<file path="config.mk">
export PLATFORM = sky130hd
export DESIGN_NAME = planificador_hash_flat
export DESIGN_NICKNAME = d
export VERILOG_FILES = /design/src/rtl/planificador_hash_if.sv /design/src/rtl/planificador_hash.sv /design/src/flat_wrapper.sv
export SDC_FILE = /design/constraint.sdc
export NUM_CORES = 1
export LEC_CHECK = 0
export ABC_AREA = 0
export ABC_CLOCK_PERIOD_IN_PS = 9600
export CORE_UTILIZATION = 50
export CTS_CLUSTER_DIAMETER = 200
export DETAILED_ROUTE_END_ITERATION = 8
export GPL_ROUTABILITY_DRIVEN = 0
export PLACE_DENSITY = 0.88
export SLEW_MARGIN = 25
export SYNTH_ARGS = -nofsm -noshare
export SYNTH_HDL_FRONTEND = slang
export SYNTH_SLANG_ARGS = --single-unit
</file>
<file path="constraint.sdc">
create_clock -name clk -period 9.6 [get_ports clk]
set_input_delay 0.96 -clock clk [delete_from_list [all_inputs] [get_ports clk]]
set_output_delay 0.96 -clock clk [all_outputs]
set_load 0.1 [all_outputs]
</file>
<file path="src/rtl/planificador_hash_if.sv">
// Job, core and result handshakes of the micro_ucr_hash scheduler.
// master = scheduler side, slave = job source / core / result consumer side.
interface planificador_hash_if;
  localparam int unsigned ANCHO_BLOQUE = 96;
  localparam int unsigned ANCHO_TARGET = 8;
  localparam int unsigned ANCHO_BOUNTY = 124;

  logic                    job_valid;
  logic                    job_ready;
  logic [ANCHO_BLOQUE-1:0] job_bloque;
  logic [ANCHO_TARGET-1:0] job_target;

  logic                    inicio;
  logic [ANCHO_BLOQUE-1:0] bloque_datos;
  logic [ANCHO_TARGET-1:0] target;
  logic                    terminado;
  logic [ANCHO_BOUNTY-1:0] bounty;

  logic                    res_valid;
  logic                    res_ready;
  logic [ANCHO_BOUNTY-1:0] res_bounty;
  logic                    res_timeout;

  modport master (
    input  job_valid, job_bloque, job_target, terminado, bounty, res_ready,
    output job_ready, inicio, bloque_datos, target, res_valid, res_bounty, res_timeout
  );

  modport slave (
    output job_valid, job_bloque, job_target, terminado, bounty, res_ready,
    input  job_ready, inicio, bloque_datos, target, res_valid, res_bounty, res_timeout
  );
endinterface

</file>
<file path="src/rtl/planificador_hash.sv">
// Job scheduler for one micro_ucr_hash core: job FIFO, inicio/terminado sequencing, timeout abort.
// Optional performance counters (ciclos_trabajo, trabajos_ok) are built when PERF_CNT_EN is defined.
module planificador_hash #(
  parameter int unsigned PROF_FIFO      = 4,
  parameter int unsigned TIMEOUT_CICLOS = 4096,
  parameter int unsigned ANCHO_TMO      = 16
) (
  input  logic                 clk,
  input  logic                 reset,
  planificador_hash_if.master  bus,
  output logic                 ocupado,
  output logic [31:0]          ciclos_trabajo,
  output logic [15:0]          trabajos_ok
);
  localparam int unsigned ANCHO_BLOQUE = 96;
  localparam int unsigned ANCHO_TARGET = 8;
  localparam int unsigned ANCHO_BOUNTY = 124;
  localparam int unsigned ANCHO_JOB    = ANCHO_BLOQUE + ANCHO_TARGET;
  localparam int unsigned ANCHO_PTR    = (PROF_FIFO > 1) ? $clog2(PROF_FIFO) : 1;
  localparam int unsigned ANCHO_CNT    = ANCHO_PTR + 1;
  localparam int unsigned ANCHO_PERF   = 32;
  localparam int unsigned ANCHO_OK     = 16;

  localparam logic [ANCHO_CNT-1:0] LLENO  = ANCHO_CNT'(PROF_FIFO);
  localparam bit                   TMO_EN = (TIMEOUT_CICLOS != 0);
  localparam logic [ANCHO_TMO-1:0] TMO_LIM =
    ANCHO_TMO'((TIMEOUT_CICLOS == 32'd0) ? 32'd0 : TIMEOUT_CICLOS - 32'd1);

  typedef enum logic [2:0] {
    REPOSO  = 3'd0,
    CARGA   = 3'd1,
    ESPERA  = 3'd2,
    ENTREGA = 3'd3,
    PAUSA   = 3'd4
  } estado_t;

  estado_t estado, estado_sig;

  logic [ANCHO_JOB-1:0] mem [PROF_FIFO];
  logic [ANCHO_PTR-1:0] wr_ptr, rd_ptr;
  logic [ANCHO_CNT-1:0] cuenta, cuenta_sig;
  logic                 push, pop;
  logic                 fin_ok, fin_tmo;
  logic [ANCHO_TMO-1:0] cnt_tmo;

  assign push = bus.job_valid && bus.job_ready;
  assign pop  = (estado == REPOSO) && (cuenta != '0);

  // FIFO occupancy; push and pop together leave the count unchanged
  always_comb begin
    cuenta_sig = cuenta;
    if (push && !pop) begin
      cuenta_sig = cuenta + ANCHO_CNT'(1);
    end else if (!push && pop) begin
      cuenta_sig = cuenta - ANCHO_CNT'(1);
    end
  end

  always_ff @(posedge clk) begin
    if (reset) begin
      wr_ptr        <= '0;
      rd_ptr        <= '0;
      cuenta        <= '0;
      bus.job_ready <= 1'b1;
    end else begin
      if (push) wr_ptr <= wr_ptr + ANCHO_PTR'(1);
      if (pop)  rd_ptr <= rd_ptr + ANCHO_PTR'(1);
      cuenta        <= cuenta_sig;
      bus.job_ready <= (cuenta_sig != LLENO);
    end
  end

  // Job storage needs no reset: the pointers define what is valid
  always_ff @(posedge clk) begin
    if (push) begin
      mem[wr_ptr] <= {bus.job_target, bus.job_bloque};
    end
  end

  always_ff @(posedge clk) begin
    if (reset) begin
      estado <= REPOSO;
    end else begin
      estado <= estado_sig;
    end
  end

  always_comb begin
    estado_sig = estado;
    fin_ok     = 1'b0;
    fin_tmo    = 1'b0;
    case (estado)
      REPOSO:  if (cuenta != '0) estado_sig = CARGA;
      CARGA:   estado_sig = ESPERA;
      ESPERA: begin
        if (bus.terminado) begin
          fin_ok     = 1'b1;
          estado_sig = ENTREGA;
        end else if (TMO_EN && (cnt_tmo == TMO_LIM)) begin
          fin_tmo    = 1'b1;
          estado_sig = ENTREGA;
        end
      end
      ENTREGA: if (bus.res_ready) estado_sig = PAUSA;
      PAUSA:   estado_sig = REPOSO;
      default: estado_sig = REPOSO;
    endcase
  end

  // Registered core/result outputs follow the next state so they change on the same edge
  always_ff @(posedge clk) begin
    if (reset) begin
      bus.inicio       <= 1'b0;
      bus.bloque_datos <= '0;
      bus.target       <= '0;
      bus.res_valid    <= 1'b0;
      bus.res_bounty   <= '0;
      bus.res_timeout  <= 1'b0;
      ocupado          <= 1'b0;
      cnt_tmo          <= '0;
    end else begin
      bus.inicio    <= (estado_sig == ESPERA);
      bus.res_valid <= (estado_sig == ENTREGA);
      ocupado       <= (estado_sig != REPOSO);
      if (pop) begin
        {bus.target, bus.bloque_datos} <= mem[rd_ptr];
      end
      if (estado == CARGA) begin
        cnt_tmo <= '0;
      end else if (estado == ESPERA) begin
        cnt_tmo <= cnt_tmo + ANCHO_TMO'(1);
      end
      if (fin_ok) begin
        bus.res_bounty  <= bus.bounty;
        bus.res_timeout <= 1'b0;
      end else if (fin_tmo) begin
        bus.res_bounty  <= '0;
        bus.res_timeout <= 1'b1;
      end
    end
  end

`ifdef PERF_CNT_EN
  logic [ANCHO_PERF-1:0] cnt_espera;

  // ESPERA length includes the cycle in which terminado or the timeout is seen
  always_ff @(posedge clk) begin
    if (reset) begin
      cnt_espera     <= '0;
      ciclos_trabajo <= '0;
      trabajos_ok    <= '0;
    end else begin
      if (estado == CARGA) begin
        cnt_espera <= '0;
      end else if (estado == ESPERA) begin
        cnt_espera <= cnt_espera + ANCHO_PERF'(1);
      end
      if (fin_ok || fin_tmo) begin
        ciclos_trabajo <= cnt_espera + ANCHO_PERF'(1);
      end
      if (bus.res_valid && bus.res_ready && !bus.res_timeout) begin
        trabajos_ok <= trabajos_ok + ANCHO_OK'(1);
      end
    end
  end
`else
  assign ciclos_trabajo = '0;
  assign trabajos_ok    = '0;
`endif

endmodule
</file>
<file path="src/flat_wrapper.sv">
// flat-port wrapper written by rule: the top's interface ports become plain ports
module planificador_hash_flat 
#(
  parameter int unsigned PROF_FIFO      = 4,
  parameter int unsigned TIMEOUT_CICLOS = 4096,
  parameter int unsigned ANCHO_TMO      = 16
)
  (clk, reset, ocupado, ciclos_trabajo, trabajos_ok, bus_job_valid, bus_job_bloque, bus_job_target, bus_terminado, bus_bounty, bus_res_ready, bus_job_ready, bus_inicio, bus_bloque_datos, bus_target, bus_res_valid, bus_res_bounty, bus_res_timeout);
  planificador_hash_if bus_i ();
  input  logic clk;
  input  logic reset;
  output logic ocupado;
  output logic [31:0] ciclos_trabajo;
  output logic [15:0] trabajos_ok;
  input wire logic [$bits(bus_i.job_valid)-1:0] bus_job_valid;
  input wire logic [$bits(bus_i.job_bloque)-1:0] bus_job_bloque;
  input wire logic [$bits(bus_i.job_target)-1:0] bus_job_target;
  input wire logic [$bits(bus_i.terminado)-1:0] bus_terminado;
  input wire logic [$bits(bus_i.bounty)-1:0] bus_bounty;
  input wire logic [$bits(bus_i.res_ready)-1:0] bus_res_ready;
  output wire logic [$bits(bus_i.job_ready)-1:0] bus_job_ready;
  output wire logic [$bits(bus_i.inicio)-1:0] bus_inicio;
  output wire logic [$bits(bus_i.bloque_datos)-1:0] bus_bloque_datos;
  output wire logic [$bits(bus_i.target)-1:0] bus_target;
  output wire logic [$bits(bus_i.res_valid)-1:0] bus_res_valid;
  output wire logic [$bits(bus_i.res_bounty)-1:0] bus_res_bounty;
  output wire logic [$bits(bus_i.res_timeout)-1:0] bus_res_timeout;
  assign bus_i.job_valid = bus_job_valid;
  assign bus_i.job_bloque = bus_job_bloque;
  assign bus_i.job_target = bus_job_target;
  assign bus_i.terminado = bus_terminado;
  assign bus_i.bounty = bus_bounty;
  assign bus_i.res_ready = bus_res_ready;
  assign bus_job_ready = bus_i.job_ready;
  assign bus_inicio = bus_i.inicio;
  assign bus_bloque_datos = bus_i.bloque_datos;
  assign bus_target = bus_i.target;
  assign bus_res_valid = bus_i.res_valid;
  assign bus_res_bounty = bus_i.res_bounty;
  assign bus_res_timeout = bus_i.res_timeout;
  planificador_hash #(.PROF_FIFO(PROF_FIFO), .TIMEOUT_CICLOS(TIMEOUT_CICLOS), .ANCHO_TMO(ANCHO_TMO)) u_core (.clk(clk), .reset(reset), .bus(bus_i), .ocupado(ocupado), .ciclos_trabajo(ciclos_trabajo), .trabajos_ok(trabajos_ok));
endmodule
</file>
---- Word level (Yosys, flattened, before mapping) ----
Memory sizes are Yosys's and may differ from the RTL's. A register that Yosys moved wholly into a read port is not among the register bits.
Index checks and enable logic that the tools add are counted.
W data, S select, Z words.
storage, ports and cells
  register bits after elaboration ......... 155
  RAM bits ................................ 416
  input port bits ......................... 233
  memories kept ........................... 1
memory list
  memory      depth  width  read ports  clocked after memory_dff  wr ports  RTL line                 RTL
  u_core.mem  4      104    1           1                         1         planificador_hash.sv:39  logic [ANCHO_JOB-1:0] mem [PROF_FIFO];
cells by class
  add/sub/neg operators ................... 5
  eq/ne operators ......................... 7
  muxes and demuxes ....................... 16
  reduce and logical (&&, ||, !) cells .... 12
operators by type and width
  kind                     count
  $mux W124                2
  $mux W3                  6
  $add A16 B1 Y16 const B  1
  $eq A16 B12 Y1 const B   1
  $eq A3 B2 Y1 const B     4
  $pmux W3 S4              1
  $mux W1                  7
  $reduce_bool A3 Y1       2
  $add A2 B1 Y2 const B    2
  $logic_and A1 B1 Y1      4
  $reduce_or A2 Y1         2
  $add A3 B1 Y3 const B    1
  $eq A3 B1 Y1 const B     1
  $logic_not A3 Y1         1
  $ne A3 B3 Y1 const B     1
  $sub A3 B1 Y3 const B    1
  $logic_not A1 Y1         2
  $reduce_bool A2 Y1       1

---- Depth between registers and ports, before layout ----
Gate-level depths: netlist (run 1).
  word-level depth ........................ 6
  gate-level depth with buffers ........... 10

---- Least setup slack after synthesis (run 1) ----
No wires, ideal clock.
  kind .................................... register to register
  start ................................... register u_core.bus.job_ready
  end ..................................... memory u_core.mem[1][0] in the netlist's numbering (enable)
  setup time .............................. 0.475 ns
  data arrival time ....................... 3.614 ns
  data required time ...................... 9.125 ns
  setup slack ............................. 5.511 ns
  cell stages (with the launch flop) ...... 2
  buffers on the path ..................... 0
  period minus slack after synthesis ...... 4.089 ns
  cells stage by stage .................... dfxtp_1 -> and3_1
between the ends
  word-level cells in the longest chain between the ends .. 3
ends and longest elaborated chain
  item                           RTL line                    RTL
  from (decl)                    planificador_hash_if.sv:26  output job_ready, inicio, bloque_datos, target, res_valid, res_bounty, res_timeout
  from (signal assigned)         planificador_hash.sv:69     bus.job_ready <= (cuenta_sig != LLENO);
  $logic_and A1 B1 Y1            planificador_hash.sv:46     assign push = bus.job_valid && bus.job_ready;
  $mux W1                        planificador_hash.sv:75     if (push) begin
  $mux W1 (not written as such)  planificador_hash.sv:76     mem[wr_ptr] <= {bus.job_target, bus.job_bloque};
  to (decl)                      planificador_hash.sv:39
No other way between the ends.

---- Worst setup path after layout (run 1) ----
  start ................................... register u_core.bus.job_ready
  end ..................................... output port bus_job_ready
RTL lines
  item       RTL line            RTL
  to (decl)  flat_wrapper.sv:21  output wire logic [$bits(bus_i.job_ready)-1:0] bus_job_ready;
No word-level cell between the ends.

==> results of run 1 <==
==> area by class of cell <==
cell class              count  area, um2  share of cell area [%]
flip-flops and latches    675      17700                    56.2
diodes                      5       12.5                  0.0397
well taps                 615        769                    2.44
clock buffers              99       2130                    6.77
repair buffers            478       4630                    14.7
inverters                  11       41.3                   0.131
multi-input cells         727       5880                    18.7
clock inverters            29        330                    1.05
==> per-stage QoR <==
stage / total power, mW / worst slack, ns / hold WS, ns
after detailed placement: 7.95 / 5.96 / 0.446
after CTS: 10.8 / 6.25 / 0.454
after global placement: 7.89 / 6.00 / 0.445
after global routing: 11.1 / 6.19 / 0.471
after floorplan: 6.90 / 5.51 / 0.452
final: 10.8 / 6.27 / 0.452
==> metal layers <==
metal / global-route usage, % / vias to the layer above / wire length, um
li1: - / 6554 / -
met1: 31.0 / 7455 / 23800
met2: 43.4 / 755 / 32400
met3: 7.83 / 141 / 5980
met4: 12.7 / 20 / 2800
met5: 0 / - / 136
==> synthesized netlist by cell type, types with 3 or more instances <==
master    instances
a21oi_1         116
a22o_1          124
and2_1            3
and3_1            7
buf_1            14
buf_2            16
buf_4            48
buf_6             9
clkbuf_1         55
dfxtp_1         259
edfxtp_1        416
ha_1              8
inv_1            11
mux4_2          104
nand2_1         220
nand2b_1          3
nand3_1           8
nand4_1           7
nor2_1           17
nor3_1            5
o21a_1            3
o21ai_0           6
o22ai_1           3
o31ai_1           3
or2_2             3
or3_1             5
or4_1             4
xnor2_1           5
xor2_1            4
==> sequential cells by signal, indices dropped and copies added (netlist names) <==
register	count
u_core.cnt_tmo	16
u_core.bus.res_timeout	1
u_core.bus.res_valid	1
u_core.bus.job_ready	1
u_core.mem	416
u_core.bus.res_bounty	124
u_core.estado	3
u_core.bus.bloque_datos	96
u_core.cuenta	3
u_core.ocupado	1
u_core.bus.inicio	1
u_core.bus.target	8
u_core.rd_ptr	2
u_core.wr_ptr	2
==> layout by cell type, fill, tap and decap left out, types with 11 or more instances in the layout <==
master	Yosys	layout
a21oi_1	116	116
a22o_1	124	124
buf_2	16	24
buf_4	48	17
clkbuf_1	55	13
clkbuf_16	0	80
clkdlybuf4s50_1	0	434
clkinv_2	0	11
conb_1	1	48
dfxtp_1	259	257
edfxtp_1	416	416
inv_1	11	11
mux4_2	104	104
nand2_1	220	220
nor2_1	17	16
==> kinds of logic after synthesis <==
logic type	after synthesis	synth area share [%]
other cells	1	0.0155
simple gates	291	5.19
mux	104	9.69
compound gates	266	7.66
flops	675	73.1
buf+inv	153	3.48
xor+xnor	10	0.419
fa+ha+maj	8	0.414
==> final timing paths <==
kind	start	endpoint	slack, ns
setup reg to reg	u_core.estado[1]	u_core.bus.res_bounty[98]	6.35
hold reg to reg	u_core.bus.bloque_datos[77]	u_core.bus.bloque_datos[77]	0.45
setup / recovery	u_core.bus.job_ready	bus_job_ready	6.27
hold / removal	u_core.bus.bloque_datos[77]	u_core.bus.bloque_datos[77]	0.45
==> power by group <==
group | leakage, nW | internal, mW | total [mW] | switching (mW)
registers | 5.93 | 3.55 | 3.80 | 0.252
logic | 3.71 | 1.04 | 4.12 | 3.09
clock network | 1.20 | 1.72 | 2.84 | 1.12
==> results.yml, run 1 <==
worst_setup_path:
  path_depth: 1
  crit_arrival_ns: 2.37
  max_stage_delay_ns: 1.26
  endpoint_kind: "primary output"
  startpoint_type: "flip-flop"
  crit_required_ns: 8.64
  crit_chain: "clkdlybuf4s50_1"
  worstSetupPathType: "reg2out"
  worst_r2r_path_depth: 5
  cp_max_fo: 9
  cp_slowest_cell: "clkdlybuf4s50_1"
  path_delay_family: "buffers and inverters"
  timing.critical_path.buf_inv: 1
logic_synthesis:
  ys_types: 48
  synth_top_area_share_pct: 51.7
  syn-instance-count: 1508
  synth_async_sr_flop_share_pct: 0
  postSynthAreaPerCell_um2: 16.0
  ys_seq_elements: 675
  synth_flop_cell: "edfxtp_1"
  yosys_warnings: 0
  ys_seq_area_share_pct: 73.1
  synth_edf_count: 416
  yosysTopAreaCell: "edfxtp_1"
  synth_area_um2: 24200
  yosys-top-cells-area: "edfxtp_1 (52%), dfxtp_1 (21%), mux4_2 (9.7%)"
global_route:
  grt_max_degree: 89
  grt_first_pass_wirelength_mm: 95.3
  overflow: 0
  antenna_found_initial: 15
  grt_pass1_vias: 15000
  grt_usage_pct: 26.1
finish:
  area_growth_syn_to_layout_pct: 30.3
  stdcell_area_um2: 31500
  fill_cells: 3123
  drive_gt1_share_pct: 13.7
  final_core_util_pct: 66.0
  fin_cells: 2639
  nets: 2203
clock_network:
  cts_max_level: 3
  ctsHoldBuffers: 0
  cts_made_buffers: 69
  clk_pin_slew_worst_paths_ns: 0.06
  clockBufferDepth: 3
  cts_resized: 0
  clock-sinks: 675
  postCtsSetupRepairBufs: 0
  cts_tree: "built"
  root_buffer: "clkbuf_16"
  clock_latency_ns: 0.60
detailed_routing:
  drt_pass1_iterations: 7
  initialDrtViolationCount: 1297
  drc: 0
  vias: 14900
  ant_nets: 0
  route.final.wire_length_mm: 65.1
  avgViaCountPerCell: 5.66
  wire_per_inst_um: 24.7
run:
  cap_violations: 0
sta:
  hold_violations: 0
  fin_setup_tns_ns: 0
  slew_headroom_pct: 24.2
  max_slew.worst_pin.slew_ns: 1.13
  period_needed_ns: 3.33
  skew_ns: 0.0323
  drv_slew: 0
  grt_setup_unrepaired: "no"
  fmax_mhz: 300
  setup_viol: 0
  finalCritPeriodShare_pct: 34.7
floorplanning:
  die-area_um2: 49200
  die_y_um: 222
  fp.coreArea_um2: 47700
  dieWidth_um: 222
  rows: 80
  start_util_pct: 50.6
  io_pins: 514
place:
  io_buffers: 465
  place_area_um2: 29000
  dp_hpwl_mm: 41.6
  placed_cells: 2505
power_and_ir_drop:
  ir_drop_mv: 0.379
  p_leak_nw: 10.8
  powerDensity_nw_per_um2: 342
hold_path:
  whs_path_depth: 2
  min-delay-path-class: "reg2reg"
status:
  outcome: "complete, no violations"
Power figures use the tool's default switching activity.
==> inputs of run 2 (changes only) <==
--- a/config.mk
+++ b/config.mk
@@ -6,12 +6,12 @@
 export NUM_CORES = 1
 export LEC_CHECK = 0
 export ABC_AREA = 0
-export ABC_CLOCK_PERIOD_IN_PS = 9600
-export CORE_UTILIZATION = 50
+export ABC_CLOCK_PERIOD_IN_PS = 2900
+export CORE_UTILIZATION = 46
 export CTS_CLUSTER_DIAMETER = 200
 export DETAILED_ROUTE_END_ITERATION = 8
 export GPL_ROUTABILITY_DRIVEN = 0
-export PLACE_DENSITY = 0.88
+export PLACE_DENSITY = 0.85
 export SLEW_MARGIN = 25
 export SYNTH_ARGS = -nofsm -noshare
 export SYNTH_HDL_FRONTEND = slang
==> constraint.sdc (replaced) <==
create_clock -name clk -period 2.9 [get_ports clk]
set_input_delay 0.29 -clock clk [delete_from_list [all_inputs] [get_ports clk]]
set_output_delay 0.29 -clock clk [all_outputs]
set_load 0.1 [all_outputs]
==> run 2 against run 1 <==
Setup slack got worse by 5.9 ns. Worst hold slack got worse by 0.30 ns. Sequential cell count is the same. Global-route usage down 2.2 points. Critical path type is now reg2reg. Largest cell class unchanged. Highest routed layer unchanged.
==> results.yml, run 2 (synthesized netlist as in run 1, its figures left out) <==
power_and_ir_drop:
  p_leak_nw: 11.3
  ir_drop_mv: 1.21
  power_frac_clock_pct: 25.4
  powerDensity_nw_per_um2: 1120
  comb_power_share_pct: 39.1
  swShare_pct: 41.8
  p_int_mw: 20.5
  power.share.sequential_pct: 35.5
  p_sw_mw: 14.7
worst_setup_path:
  timing.critical_path.buf_inv: 1
  crit_required_ns: 3.37
  startpoint_type: "flip-flop"
  cp_slowest_cell: "or4_1"
  path_delay_family: "simple AND/OR/NAND/NOR gates"
  max_stage_delay_ns: 0.66
  endpoint_kind: "flip-flop"
  cp_max_fo: 49
  crit_arrival_ns: 3.02
  crit_chain: "ha_1 > nand4b_4 > or4_1 > o21a_4 > buf_12 > a22o_1"
  worstSetupPathType: "reg2reg"
sta:
  setup_viol: 0
  hold_violations: 0
  drv_slew: 0
  period_needed_ns: 2.55
  fmax_mhz: 392
  finalCritPeriodShare_pct: 88.0
  grt_setup_unrepaired: "no"
  skew_ns: 0.0162
  timing.hold.ws_ns: 0.148
  max_slew.worst_pin.slew_ns: 0.956
  slew_headroom_pct: 36.3
place:
  io_buffers: 465
  dp_hpwl_mm: 42.7
  place_area_um2: 29000
clock_network:
  cts_made_buffers: 68
  clockBufferDepth: 3
  clk_pin_slew_worst_paths_ns: 0.06
  cts_max_level: 3
  cts_tree: "built"
  postCtsSetupRepairBufs: 0
  root_buffer: "clkbuf_16"
  cts_resized: 0
  clock_latency_ns: 0.60
  ctsHoldBuffers: 0
  clock-sinks: 675
global_route:
  grt_first_pass_wirelength_mm: 94.6
  grt_pass1_vias: 15300
  grt_usage_pct: 23.9
  overflow: 0
  antenna_found_initial: 9
  grt_max_degree: 71
finish:
  final_core_util_pct: 60.6
  stdcell_area_um2: 31300
  reg_top3: "u_core.mem: 416 flops, u_core.bus.res_bounty: 124 flops, u_core.bus.bloque_datos: 96 flops"
  area_growth_syn_to_layout_pct: 29.5
  largest_reg_flops: 416
  final_common_cell: "edfxtp_1"
  nets: 2221
  top_register: "u_core.mem"
  final_cell_mix: "edfxtp_1 (416), dfxtp_1 (257), buf_4 (247), clkdlybuf4s50_1 (231), nand2_1 (220)"
  drive_gt1_share_pct: 24.1
floorplanning:
  rows: 83
  die_y_um: 231
  start_util_pct: 46.8
  die-area_um2: 53500
  fp.coreArea_um2: 51600
  dieWidth_um: 231
  io_pins: 514
detailed_routing:
  route.final.wire_length_mm: 64.7
  drt_pass1_iterations: 5
  initialDrtViolationCount: 1046
  avgViaCountPerCell: 5.43
  drc: 0
  vias: 14800
  ant_nets: 0
  wire_per_inst_um: 23.8
status:
  outcome: "complete, no violations"
hold_path:
  min-delay-path-class: "in2reg"
run:
  cap_violations: 0
==> run 2: changes by cell type in the layout (fill, tap and decap cells not counted), sizes merged <==
cell           previous run  this run
clkdlybuf4s50           434       231
clkinv                   16        20
diode                     5         2
inv                      13        16
clkbuf                   99        92
clkinvlp                  5         1
bufinv                    6         7
buf                      44       266
==> run 2: layout make-up <==
| type | instances | area, um2 |
|---|---|---|
| Clock buffer | 92 | 1930 |
| Fill cell | 3687 | 20300 |
| Sequential cell | 675 | 17700 |
| Timing Repair Buffer | 497 | 4550 |
| Inverter | 11 | 41.3 |
| Multi-Input combinational cell | 727 | 5880 |
| Tap cell | 680 | 851 |
| Antenna cell | 2 | 5.00 |
| Clock inverter | 33 | 364 |
==> run 2: path summary, 6_finish.rpt <==
| check | slack, ns | cells past startpoint | to | startpoint |
|---|---|---|---|---|
| setup / recovery | 0.35 | 6 | u_core.bus.res_bounty[117] | u_core.cnt_tmo[0] |
| hold / removal | 0.15 | 2 | u_core.cuenta[0] | reset |
| setup reg to reg | 0.35 | 6 | u_core.bus.res_bounty[117] | u_core.cnt_tmo[0] |
| hold reg to reg | 0.45 | 2 | u_core.bus.bloque_datos[50] | u_core.bus.bloque_datos[50] |
==> run 2: metrics by stage <==
step	std cells	setup TNS, ns	power, mW	setup WS (ns)
after global placement	2590	0	26.2	0.464
after CTS	2715	0	35.5	0.374
after global routing	2716	0	36.4	0.231
after floorplan	1555	-25.27	22.8	-0.0638
after detailed placement	2590	0	26.5	0.392
final	2717	0	35.2	0.349
==> run 2: per-layer routing <==
layer | part of all wire [%] | global-route usage (%) | up-vias
li1 | - | - | 6579
met5 | 0.12 | 0 | -
met3 | 9.0 | 8.06 | 126
met4 | 4.1 | 10.6 | 12
met2 | 50 | 40.7 | 627
met1 | 36 | 27.2 | 7420
==> run 2: power groups by stage <==
stage	combinational [mW]	clock, mW	sequential [mW]
after floorplan	4.12	0	18.7
after global placement	13.7	0	12.6
after detailed placement	13.8	0	12.6
after CTS	13.9	9.08	12.5
after global routing	14.3	9.47	12.6
final	13.8	8.94	12.5
